--- config.mk ---
export PLATFORM = sky130hd
export DESIGN_NAME = uart_cmd_decoder_flat
export DESIGN_NICKNAME = d
export VERILOG_FILES = /design/src/rtl/uart_cmd_pkg.sv /design/src/rtl/uart_cmd_decoder_if.sv /design/src/rtl/uart_cmd_timer.sv /design/src/rtl/uart_cmd_decoder.sv /design/src/flat_wrapper.sv
export SDC_FILE = /design/constraint.sdc
export NUM_CORES = 1
export LEC_CHECK = 0
export BUFFER_PORTS_ARGS = -buffer_cell sky130_fd_sc_hd__buf_2
export CELL_PAD_IN_SITES_DETAIL_PLACEMENT = 1
export CELL_PAD_IN_SITES_GLOBAL_PLACEMENT = 1
export CORE_MARGIN = 2
export CORE_UTILIZATION = 43
export CTS_BUF_LIST = sky130_fd_sc_hd__clkbuf_4
export DETAILED_ROUTE_END_ITERATION = 8
export PLACE_DENSITY = 0.79
export SYNTH_ARGS = -nofsm -noshare
export SYNTH_HDL_FRONTEND = slang
export SYNTH_SLANG_ARGS = --single-unit
--- constraint.sdc ---
create_clock -name clk -period 2.21 [get_ports clk]
set_input_delay 0.442 -clock clk [delete_from_list [all_inputs] [get_ports clk]]
set_output_delay 0.442 -clock clk [all_outputs]
set_load 0.05 [all_outputs]
--- src/rtl/uart_cmd_pkg.sv ---
`default_nettype none
// +------------------------------------------------------------------------+
// | uart_cmd_pkg : shared types and constants for the UART command decoder  |
// | Rev 1.0                                                                |
// +------------------------------------------------------------------------+
package uart_cmd_pkg;

  localparam logic [7:0] OP_WRITE = 8'h01;
  localparam logic [7:0] OP_READ  = 8'h02;

  typedef enum logic [2:0] {
    ST_IDLE  = 3'd0,
    ST_CMD   = 3'd1,
    ST_ADDR  = 3'd2,
    ST_DATA  = 3'd3,
`ifdef UART_CMD_CHECKSUM_EN
    ST_CSUM  = 3'd4,
`endif
    ST_ISSUE = 3'd5
  } state_t;

  typedef enum logic [1:0] {
    ERR_BAD_CMD = 2'd0,
    ERR_CSUM    = 2'd1,
    ERR_TIMEOUT = 2'd2,
    ERR_OVERRUN = 2'd3
  } err_code_t;

endpackage
`default_nettype wire

--- src/rtl/uart_cmd_decoder_if.sv ---
`default_nettype none
// +------------------------------------------------------------------------+
// | uart_cmd_decoder_if : byte stream in, command and error out            |
// | Rev 1.0                                                                |
// +------------------------------------------------------------------------+
interface uart_cmd_decoder_if #(
  parameter int DATA_BYTES = 4
);
  logic                    com_valid;
  logic [7:0]              com_rdata;
  logic                    cmd_valid;
  logic                    cmd_ready;
  logic                    cmd_write;
  logic [7:0]              cmd_addr;
  logic [8*DATA_BYTES-1:0] cmd_wdata;
  logic                    err_valid;
  logic [1:0]              err_code;

  modport master (
    output com_valid, com_rdata, cmd_ready,
    input  cmd_valid, cmd_write, cmd_addr, cmd_wdata, err_valid, err_code
  );

  modport slave (
    input  com_valid, com_rdata, cmd_ready,
    output cmd_valid, cmd_write, cmd_addr, cmd_wdata, err_valid, err_code
  );
endinterface
`default_nettype wire

--- src/rtl/uart_cmd_timer.sv ---
`default_nettype none
// +------------------------------------------------------------------------+
// | uart_cmd_timer : inter-byte timeout counter with clear/enable/expired  |
// | Rev 1.0                                                                |
// +------------------------------------------------------------------------+
module uart_cmd_timer #(
  parameter int TIMEOUT_CYCLES = 50000
) (
  input  wire logic clk,
  input  wire logic rstn,
  input  wire logic clear_i,
  input  wire logic en_i,
  output logic      expired_o
);
  localparam int W = $clog2(TIMEOUT_CYCLES);

  logic [W-1:0] cnt_q;
  logic [W-1:0] cnt_d;

  always_comb begin
    cnt_d = cnt_q;
    if (clear_i)   cnt_d = '0;
    else if (en_i) cnt_d = cnt_q + W'(1);
  end

  always_ff @(posedge clk) begin
    if (!rstn) cnt_q <= '0;
    else       cnt_q <= cnt_d;
  end

  assign expired_o = en_i && (cnt_q == W'(TIMEOUT_CYCLES - 1));
endmodule
`default_nettype wire

--- src/rtl/uart_cmd_decoder.sv ---
`default_nettype none
// +------------------------------------------------------------------------+
// | uart_cmd_decoder : frames SYNC/CMD/ADDR/DATA[/CSUM] into register cmds |
// | Checksum byte enabled by UART_CMD_CHECKSUM_EN.   Rev 1.0               |
// +------------------------------------------------------------------------+
module uart_cmd_decoder
  import uart_cmd_pkg::*;
#(
  parameter int         DATA_BYTES     = 4,
  parameter logic [7:0] SYNC_BYTE      = 8'hA5,
  parameter int         TIMEOUT_CYCLES = 50000
) (
  input wire logic            clk,
  input wire logic            rstn,
  uart_cmd_decoder_if.slave   bus
);
  localparam int DW = 8 * DATA_BYTES;
  localparam int IW = (DATA_BYTES > 1) ? $clog2(DATA_BYTES) : 1;
`ifdef UART_CMD_CHECKSUM_EN
  localparam state_t ST_POST = ST_CSUM;
`else
  localparam state_t ST_POST = ST_ISSUE;
`endif

  state_t          state_q, state_d;
  logic            write_q, write_d;
  logic [7:0]      addr_q, addr_d;
  logic [DW-1:0]   wdata_q, wdata_d;
  logic [IW-1:0]   idx_q, idx_d;
  logic            err_valid_q, err_valid_d;
  err_code_t       err_code_q, err_code_d;
  logic            timed;
  logic            expired;
`ifdef UART_CMD_CHECKSUM_EN
  logic [7:0]      csum_q, csum_d;
`endif

  assign timed = (state_q != ST_IDLE) && (state_q != ST_ISSUE);

  uart_cmd_timer #(.TIMEOUT_CYCLES(TIMEOUT_CYCLES)) u_timer (
    .clk       (clk),
    .rstn      (rstn),
    .clear_i   (bus.com_valid || (state_d != state_q) || !timed),
    .en_i      (timed),
    .expired_o (expired)
  );

  always_comb begin
    state_d     = state_q;
    write_d     = write_q;
    addr_d      = addr_q;
    wdata_d     = wdata_q;
    idx_d       = idx_q;
    err_valid_d = 1'b0;
    err_code_d  = ERR_BAD_CMD;
`ifdef UART_CMD_CHECKSUM_EN
    csum_d      = csum_q;
`endif
    // A byte arriving on the expiry cycle takes precedence over the timeout.
    if (expired && !bus.com_valid) begin
      state_d     = ST_IDLE;
      err_valid_d = 1'b1;
      err_code_d  = ERR_TIMEOUT;
    end else begin
      case (state_q)
        ST_IDLE: if (bus.com_valid && bus.com_rdata == SYNC_BYTE) begin
          state_d = ST_CMD;
          wdata_d = '0;
          idx_d   = '0;
        end
        ST_CMD: if (bus.com_valid) begin
          if (bus.com_rdata == OP_WRITE || bus.com_rdata == OP_READ) begin
            state_d = ST_ADDR;
            write_d = (bus.com_rdata == OP_WRITE);
`ifdef UART_CMD_CHECKSUM_EN
            csum_d  = bus.com_rdata;
`endif
          end else begin
            state_d     = ST_IDLE;
            err_valid_d = 1'b1;
            err_code_d  = ERR_BAD_CMD;
          end
        end
        ST_ADDR: if (bus.com_valid) begin
          addr_d  = bus.com_rdata;
          idx_d   = '0;
          state_d = write_q ? ST_DATA : ST_POST;
`ifdef UART_CMD_CHECKSUM_EN
          csum_d  = csum_q ^ bus.com_rdata;
`endif
        end
        ST_DATA: if (bus.com_valid) begin
          wdata_d = (wdata_q << 8) | DW'(bus.com_rdata);
          idx_d   = idx_q + IW'(1);
`ifdef UART_CMD_CHECKSUM_EN
          csum_d  = csum_q ^ bus.com_rdata;
`endif
          if (idx_q == IW'(DATA_BYTES - 1)) state_d = ST_POST;
        end
`ifdef UART_CMD_CHECKSUM_EN
        ST_CSUM: if (bus.com_valid) begin
          if (bus.com_rdata == csum_q) begin
            state_d = ST_ISSUE;
          end else begin
            state_d     = ST_IDLE;
            err_valid_d = 1'b1;
            err_code_d  = ERR_CSUM;
          end
        end
`endif
        ST_ISSUE: begin
          if (bus.cmd_ready) state_d = ST_IDLE;
          if (bus.com_valid) begin
            err_valid_d = 1'b1;
            err_code_d  = ERR_OVERRUN;
          end
        end
        default: state_d = ST_IDLE;
      endcase
    end
  end

  always_ff @(posedge clk) begin
    if (!rstn) begin
      state_q     <= ST_IDLE;
      write_q     <= 1'b0;
      addr_q      <= '0;
      wdata_q     <= '0;
      idx_q       <= '0;
      err_valid_q <= 1'b0;
      err_code_q  <= ERR_BAD_CMD;
`ifdef UART_CMD_CHECKSUM_EN
      csum_q      <= '0;
`endif
    end else begin
      state_q     <= state_d;
      write_q     <= write_d;
      addr_q      <= addr_d;
      wdata_q     <= wdata_d;
      idx_q       <= idx_d;
      err_valid_q <= err_valid_d;
      err_code_q  <= err_code_d;
`ifdef UART_CMD_CHECKSUM_EN
      csum_q      <= csum_d;
`endif
    end
  end

  assign bus.cmd_valid = (state_q == ST_ISSUE);
  assign bus.cmd_write = write_q;
  assign bus.cmd_addr  = addr_q;
  assign bus.cmd_wdata = wdata_q;
  assign bus.err_valid = err_valid_q;
  assign bus.err_code  = err_code_q;
endmodule
`default_nettype wire

--- src/flat_wrapper.sv ---
// flat-port wrapper written by rule: the top's interface ports become plain ports
module uart_cmd_decoder_flat import uart_cmd_pkg::*;
#(
  parameter int         DATA_BYTES     = 4,
  parameter logic [7:0] SYNC_BYTE      = 8'hA5,
  parameter int         TIMEOUT_CYCLES = 50000
)
  (clk, rstn, bus_com_valid, bus_com_rdata, bus_cmd_ready, bus_cmd_valid, bus_cmd_write, bus_cmd_addr, bus_cmd_wdata, bus_err_valid, bus_err_code);
  uart_cmd_decoder_if #(.DATA_BYTES(DATA_BYTES)) bus_i ();
  input wire logic clk;
  input wire logic rstn;
  input wire logic [$bits(bus_i.com_valid)-1:0] bus_com_valid;
  input wire logic [$bits(bus_i.com_rdata)-1:0] bus_com_rdata;
  input wire logic [$bits(bus_i.cmd_ready)-1:0] bus_cmd_ready;
  output wire logic [$bits(bus_i.cmd_valid)-1:0] bus_cmd_valid;
  output wire logic [$bits(bus_i.cmd_write)-1:0] bus_cmd_write;
  output wire logic [$bits(bus_i.cmd_addr)-1:0] bus_cmd_addr;
  output wire logic [$bits(bus_i.cmd_wdata)-1:0] bus_cmd_wdata;
  output wire logic [$bits(bus_i.err_valid)-1:0] bus_err_valid;
  output wire logic [$bits(bus_i.err_code)-1:0] bus_err_code;
  assign bus_i.com_valid = bus_com_valid;
  assign bus_i.com_rdata = bus_com_rdata;
  assign bus_i.cmd_ready = bus_cmd_ready;
  assign bus_cmd_valid = bus_i.cmd_valid;
  assign bus_cmd_write = bus_i.cmd_write;
  assign bus_cmd_addr = bus_i.cmd_addr;
  assign bus_cmd_wdata = bus_i.cmd_wdata;
  assign bus_err_valid = bus_i.err_valid;
  assign bus_err_code = bus_i.err_code;
  uart_cmd_decoder #(.DATA_BYTES(DATA_BYTES), .SYNC_BYTE(SYNC_BYTE), .TIMEOUT_CYCLES(TIMEOUT_CYCLES)) u_core (.clk(clk), .rstn(rstn), .bus(bus_i));
endmodule
==> Yosys cells after proc, flatten, opt, wreduce, memory -nomap -nowiden <==
Index checks and enable logic that the tools add are counted.
{ "totals": {"ff_bits": 65, "inputBits": 12, "output_inout_bits": 45, "wordCells": 73} }
{ "classes": {"addsub": 2, "eq_ne": 14, "n_mux": 25, "bitwise_logic": 4, "n_reduce_logical": 19} }
{ "op_table": {"columns": ["cell", "count"], "rows": [
  ["2-to-1 mux 32 bit", 2],
  ["one-hot mux 32 bit (2 select lines)", 1],
  ["OR 32 x 8 -> 32 bit", 1],
  ["2-to-1 mux 3 bit", 8],
  ["adder 16 x 1 -> 16 bit (second input constant)", 1],
  ["== test 16 bit (second input constant)", 1],
  ["one-hot mux 3 bit (5 select lines)", 1],
  ["2-to-1 mux 2 bit", 7],
  ["== test 8 x 1 -> 1 bit (second input constant)", 1],
  ["== test 8 x 2 -> 1 bit (second input constant)", 1],
  ["== test 8 bit (second input constant)", 1],
  ["AND reduction 4 bit", 2],
  ["== test 3 x 2 -> 1 bit (second input constant)", 2],
  ["one-hot mux 2 bit (3 select lines)", 1],
  ["nonzero test 3 bit", 2],
  ["AND reduction 5 bit", 1],
  ["logical AND 1 bit", 4],
  ["2-to-1 mux 1 bit", 4],
  ["!= test 2 bit (second input constant)", 2],
  ["== test 3 x 1 -> 1 bit (second input constant)", 1],
  ["== test 3 bit (second input constant)", 1],
  ["logical NOT 3 bit", 1],
  ["logical OR 1 bit", 3],
  ["!= test 3 bit", 1],
  ["11 further kinds", 14]
]} }

==> Longest topological paths before layout <==
{ "logic_depth": {"word_depth": 10, "depth_mapped": 7, "depth_no_buf": 5} }

==> Hierarchy <==
A second synthesis with hierarchy kept.
{ "hier_totals": {"cells_unflattened": 334, "area_unflattened_um2": 2817.7} }
{ "modules_own_cells": {"columns": ["mod", "n_inst", "cells_each", "area_each_um2", "seq_area_each_um2"], "rows": [
  ["uart_cmd_decoder", 1, 243, 2006.9, 980.9],
  ["uart_cmd_timer", 1, 91, 810.8, 320.3]
]} }

==> Least setup slack after synthesis <==
Ideal clock, no wire load.
{ "synth_path": {"kind": "register -> output", "from": "register u_core.state_q[0]", "to": "output bus_cmd_valid", "arrival_ps": 1271, "required_time_ps": 1768, "slack_ps": 497, "path_stages_with_launch": 5, "n_path_buf": 1, "cell_sequence": "dfxtp_1 buf_2 nand2_1 or2_2 inv_1"} }
{ "synth_between": {"elab_chain_len": 1} }
{ "synth_rtl": {"columns": ["item", "line_no", "text"], "rows": [
  ["start, declared", "uart_cmd_decoder.sv:25", "state_t state_q, state_d;"],
  ["start signal, assigned", "uart_cmd_decoder.sv:136", "state_q <= state_d;"],
  ["== test 3 bit", "uart_cmd_decoder.sv:149", "assign bus.cmd_valid = (state_q == ST_ISSUE);"],
  ["end, declared", "flat_wrapper.sv:15", "output wire logic [$bits(bus_i.cmd_valid)-1:0] bus_cmd_valid;"]
]} }
No other way between the ends.

==> Final worst setup path <==
{ "layout_path": {"from": "register u_core.state_q[2]", "to": "output bus_cmd_valid"} }
The elaborated chain is that of the path after synthesis.

==> impl_metrics.json <==
{
  "initial_utilization": 0.4437,
  "yosysSeqAreaShare": 0.4645,
  "first_pass_iters": 4,
  "antenna_found_initial": 0,
  "fin_crit_ns": 2.058,
  "num_rows": 29,
  "clockBufferDepth": 2,
  "pin_count": 57,
  "ys_types": 51,
  "hold_viol": 0,
  "drc": 0,
  "synth_area_per_cell_um2": 9.970,
  "cp_data_arrival_time_ns": 1.62,
  "htreeDepth": 3,
  "vdd_drop_max_v": 0.0003790,
  "diodes": 0,
  "fin_nets": 350,
  "floorplan.die_area_um2": 7177,
  "grt_pass1_wl_um": 11590,
  "hpwl_um": 4778,
  "port_buffers": 56,
  "drt_iter0_markers": 108,
  "fin_cells": 417,
  "ant_nets": 0,
  "maxSlewViolCount": 0,
  "hold_path_class": "input pin to flip-flop",
  "power_density_nw_per_um2": 586.2,
  "placed_cells": 402,
  "p_leak_nw": 1.246,
  "clkSinkCount": 65,
  "finalSetupViolCount": 0,
  "synth_area_leaders": "dfxtp_1 (46%), nor2b_1 (9.4%), a22oi_1 (8.6%), mux2i_1 (3.2%), a21oi_1 (2.0%)",
  "synthArstFlopShare": 0,
  "rsz0062_at_grt": "false",
  "clock_latency_ns": 0.42,
  "wl_um": 6860,
  "tightest_slew_ns": 0.4113,
  "drive_gt1_frac": 0.2794,
  "cp_cell_sequence": "nand2_1 > or2_2 > inv_1 > buf_2",
  "vias_per_cell": 5.398,
  "synth_top_cell_area_share": 0.4645,
  "post_cts_buffers": 0,
  "timing.final.crit_share": 0.9311,
  "die_w_um": 84.72,
  "status": "finished clean",
  "synth_cells": 281,
  "place.gp.congestion": 0.7990,
  "cp-end-kind": "output port",
  "cts-buffers-inserted": 9,
  "startpoint_type": "flip-flop",
  "ys_seq_elements": 65,
  "grt_util_all_layers": 0.2060,
  "cts_tree": "built",
  "path_class": "flip-flop to output port",
  "synth_area_um2": 2801,
  "fin_util": 0.5119,
  "synth_ff_type": "dfxtp_1",
  "fin_ws_ns": 0.1523,
  "overflow": 0,
  "die_y_um": 84.72,
  "grt_pass1_vias": 2331,
  "area_growth_pct": 15.36,
  "final.setup.tns_ns": 0,
  "max_slew_margin": 0.7232,
  "syn_nets": 295,
  "routedWlPerCell_um": 16.45,
  "synth-edff-count": 0,
  "final_common_cell": "dfxtp_1",
  "grt_max_degree": 40,
  "cts-root-buf": "clkbuf_4",
  "max_cap_violations": 0,
  "pre_cts_slack_ns": 0.4321,
  "mostFrequentLayoutCells": "dfxtp_1 (63), buf_2 (56), nor2b_1 (42)",
  "yosys_warnings": 0,
  "cpPeakStageDelay_ns": 0.47,
  "vias": 2251,
  "worstPathRequired_ns": 1.77,
  "cp_max_fo": 9,
  "worst_clock_skew_ns": 0.02127,
  "total_power_mw": 1.894,
  "fmax_mhz": 486.0,
  "cp_slowest_cell": "dfxtp_2",
  "yosys.area.top_type": "dfxtp_1",
  "coreArea_um2": 6314,
  "clkSlewWorstSetupHoldPaths_ns": 0.12
}
-- state kept, by name, summed over array words and instances (netlist names) --
| signal | flops |
|---|---|
| u_core.bus.cmd_addr | 8 |
| u_core.bus.cmd_wdata | 32 |
| u_core.bus.cmd_write | 1 |
| u_core.bus.err_code | 2 |
| u_core.bus.err_valid | 1 |
| u_core.idx_q | 2 |
| u_core.state_q | 3 |
| u_core.u_timer.cnt_q | 16 |
-- path summary, 6_finish.rpt --
| path | endpoint | start | slack (ns) | cells after the start |
|---|---|---|---|---|
| setup / recovery | bus_cmd_valid | u_core.state_q[2]$_SDFF_PN0_ | 0.15 | 4 |
| hold / removal | u_core.bus.cmd_addr[6]$_SDFFE_PN0P_ | bus_com_rdata[6] | 0.32 | 3 |
| setup reg to reg | u_core.u_timer.cnt_q[5]$_SDFFE_PP0P_ | u_core.u_timer.cnt_q[10]$_SDFFE_PP0P_ | 0.52 | 5 |
| hold reg to reg | u_core.u_timer.cnt_q[0]$_SDFFE_PP0P_ | u_core.u_timer.cnt_q[0]$_SDFFE_PP0P_ | 0.45 | 1 |
-- routing by layer --
layer  part of all wire  vias to the layer above  wire, µm  global-route usage
li1                   -                     1125         -                   -
met1               0.44                     1081      3036              0.2381
met2               0.50                       40      3417              0.3515
met3              0.048                        5       329             0.08260
met4              0.011                        0        77             0.06061
met5                  0                        -         0                   0
-- final cells by class --
cell class	count	area, µm²
clock buffer	10	75.07
clock inverter	5	33.78
fill	767	3082
multi-input combinational	193	1375
tap	77	96.34
sequential	65	1304
inverter	4	15.01
timing repair buffer	63	332.8
-- through the flow --
step | area, µm² | hold WS, ns
floorplan | 2801 | 0.4130
global placement | 3120 | 0.4315
detailed placement | 3120 | 0.4410
CTS | 3231 | 0.2993
global route | 3232 | 0.3207
finish | 3232 | 0.3234
-- Yosys cell counts (2+ instances only) --
| master | count |
|---|---|
| a21oi_1 | 11 |
| or3_1 | 3 |
| nor2_1 | 11 |
| buf_4 | 4 |
| o31ai_1 | 6 |
| and3_1 | 2 |
| buf_6 | 2 |
| o21ai_0 | 7 |
| and2_1 | 2 |
| or4_1 | 4 |
| clkbuf_1 | 6 |
| o211ai_2 | 2 |
| nand4_1 | 2 |
| a22oi_1 | 32 |
| and4_1 | 2 |
| inv_1 | 4 |
| or4_4 | 2 |
| o211a_1 | 3 |
| dfxtp_1 | 65 |
| buf_2 | 7 |
| ha_1 | 2 |
| nand3_1 | 6 |
| xor2_1 | 6 |
| nor3_1 | 4 |
| nand2_1 | 10 |
| mux2i_1 | 9 |
| a21oi_2 | 2 |
| nor2b_1 | 42 |
-- critical path, delay by kind of cell, from the launching register on --
family                 cells  cell delay [ns]
buffers and inverters      2             0.34
flip-flops                 1             0.47
AND/OR/NAND/NOR            2             0.38
-- where the power goes --
group / internal [mW] / switching (mW) / total (mW)
logic: 0.0231 / 0.0303 / 0.0535
registers: 1.17 / 0.0000588 / 1.17
clock network: 0.235 / 0.435 / 0.670
-- kinds of logic after synthesis --
group	count (synthesis)	synth area share
AOI/OAI and AO/OA	72	0.1925
and+or+nand+nor	103	0.2287
adders and majority gates	2	0.008931
DFF	65	0.4645
buffers and inverters	23	0.04466
muxes	9	0.03216
xor gates and xnor gates	7	0.02859
-- timing repair --
item | CTS | global route
resized for setup | 1 | 1
hold buffers | 0 | 0
cloned | 0 | 0
setup endpoints to repair | 1 | 1
(Power assumes the default switching activity.)
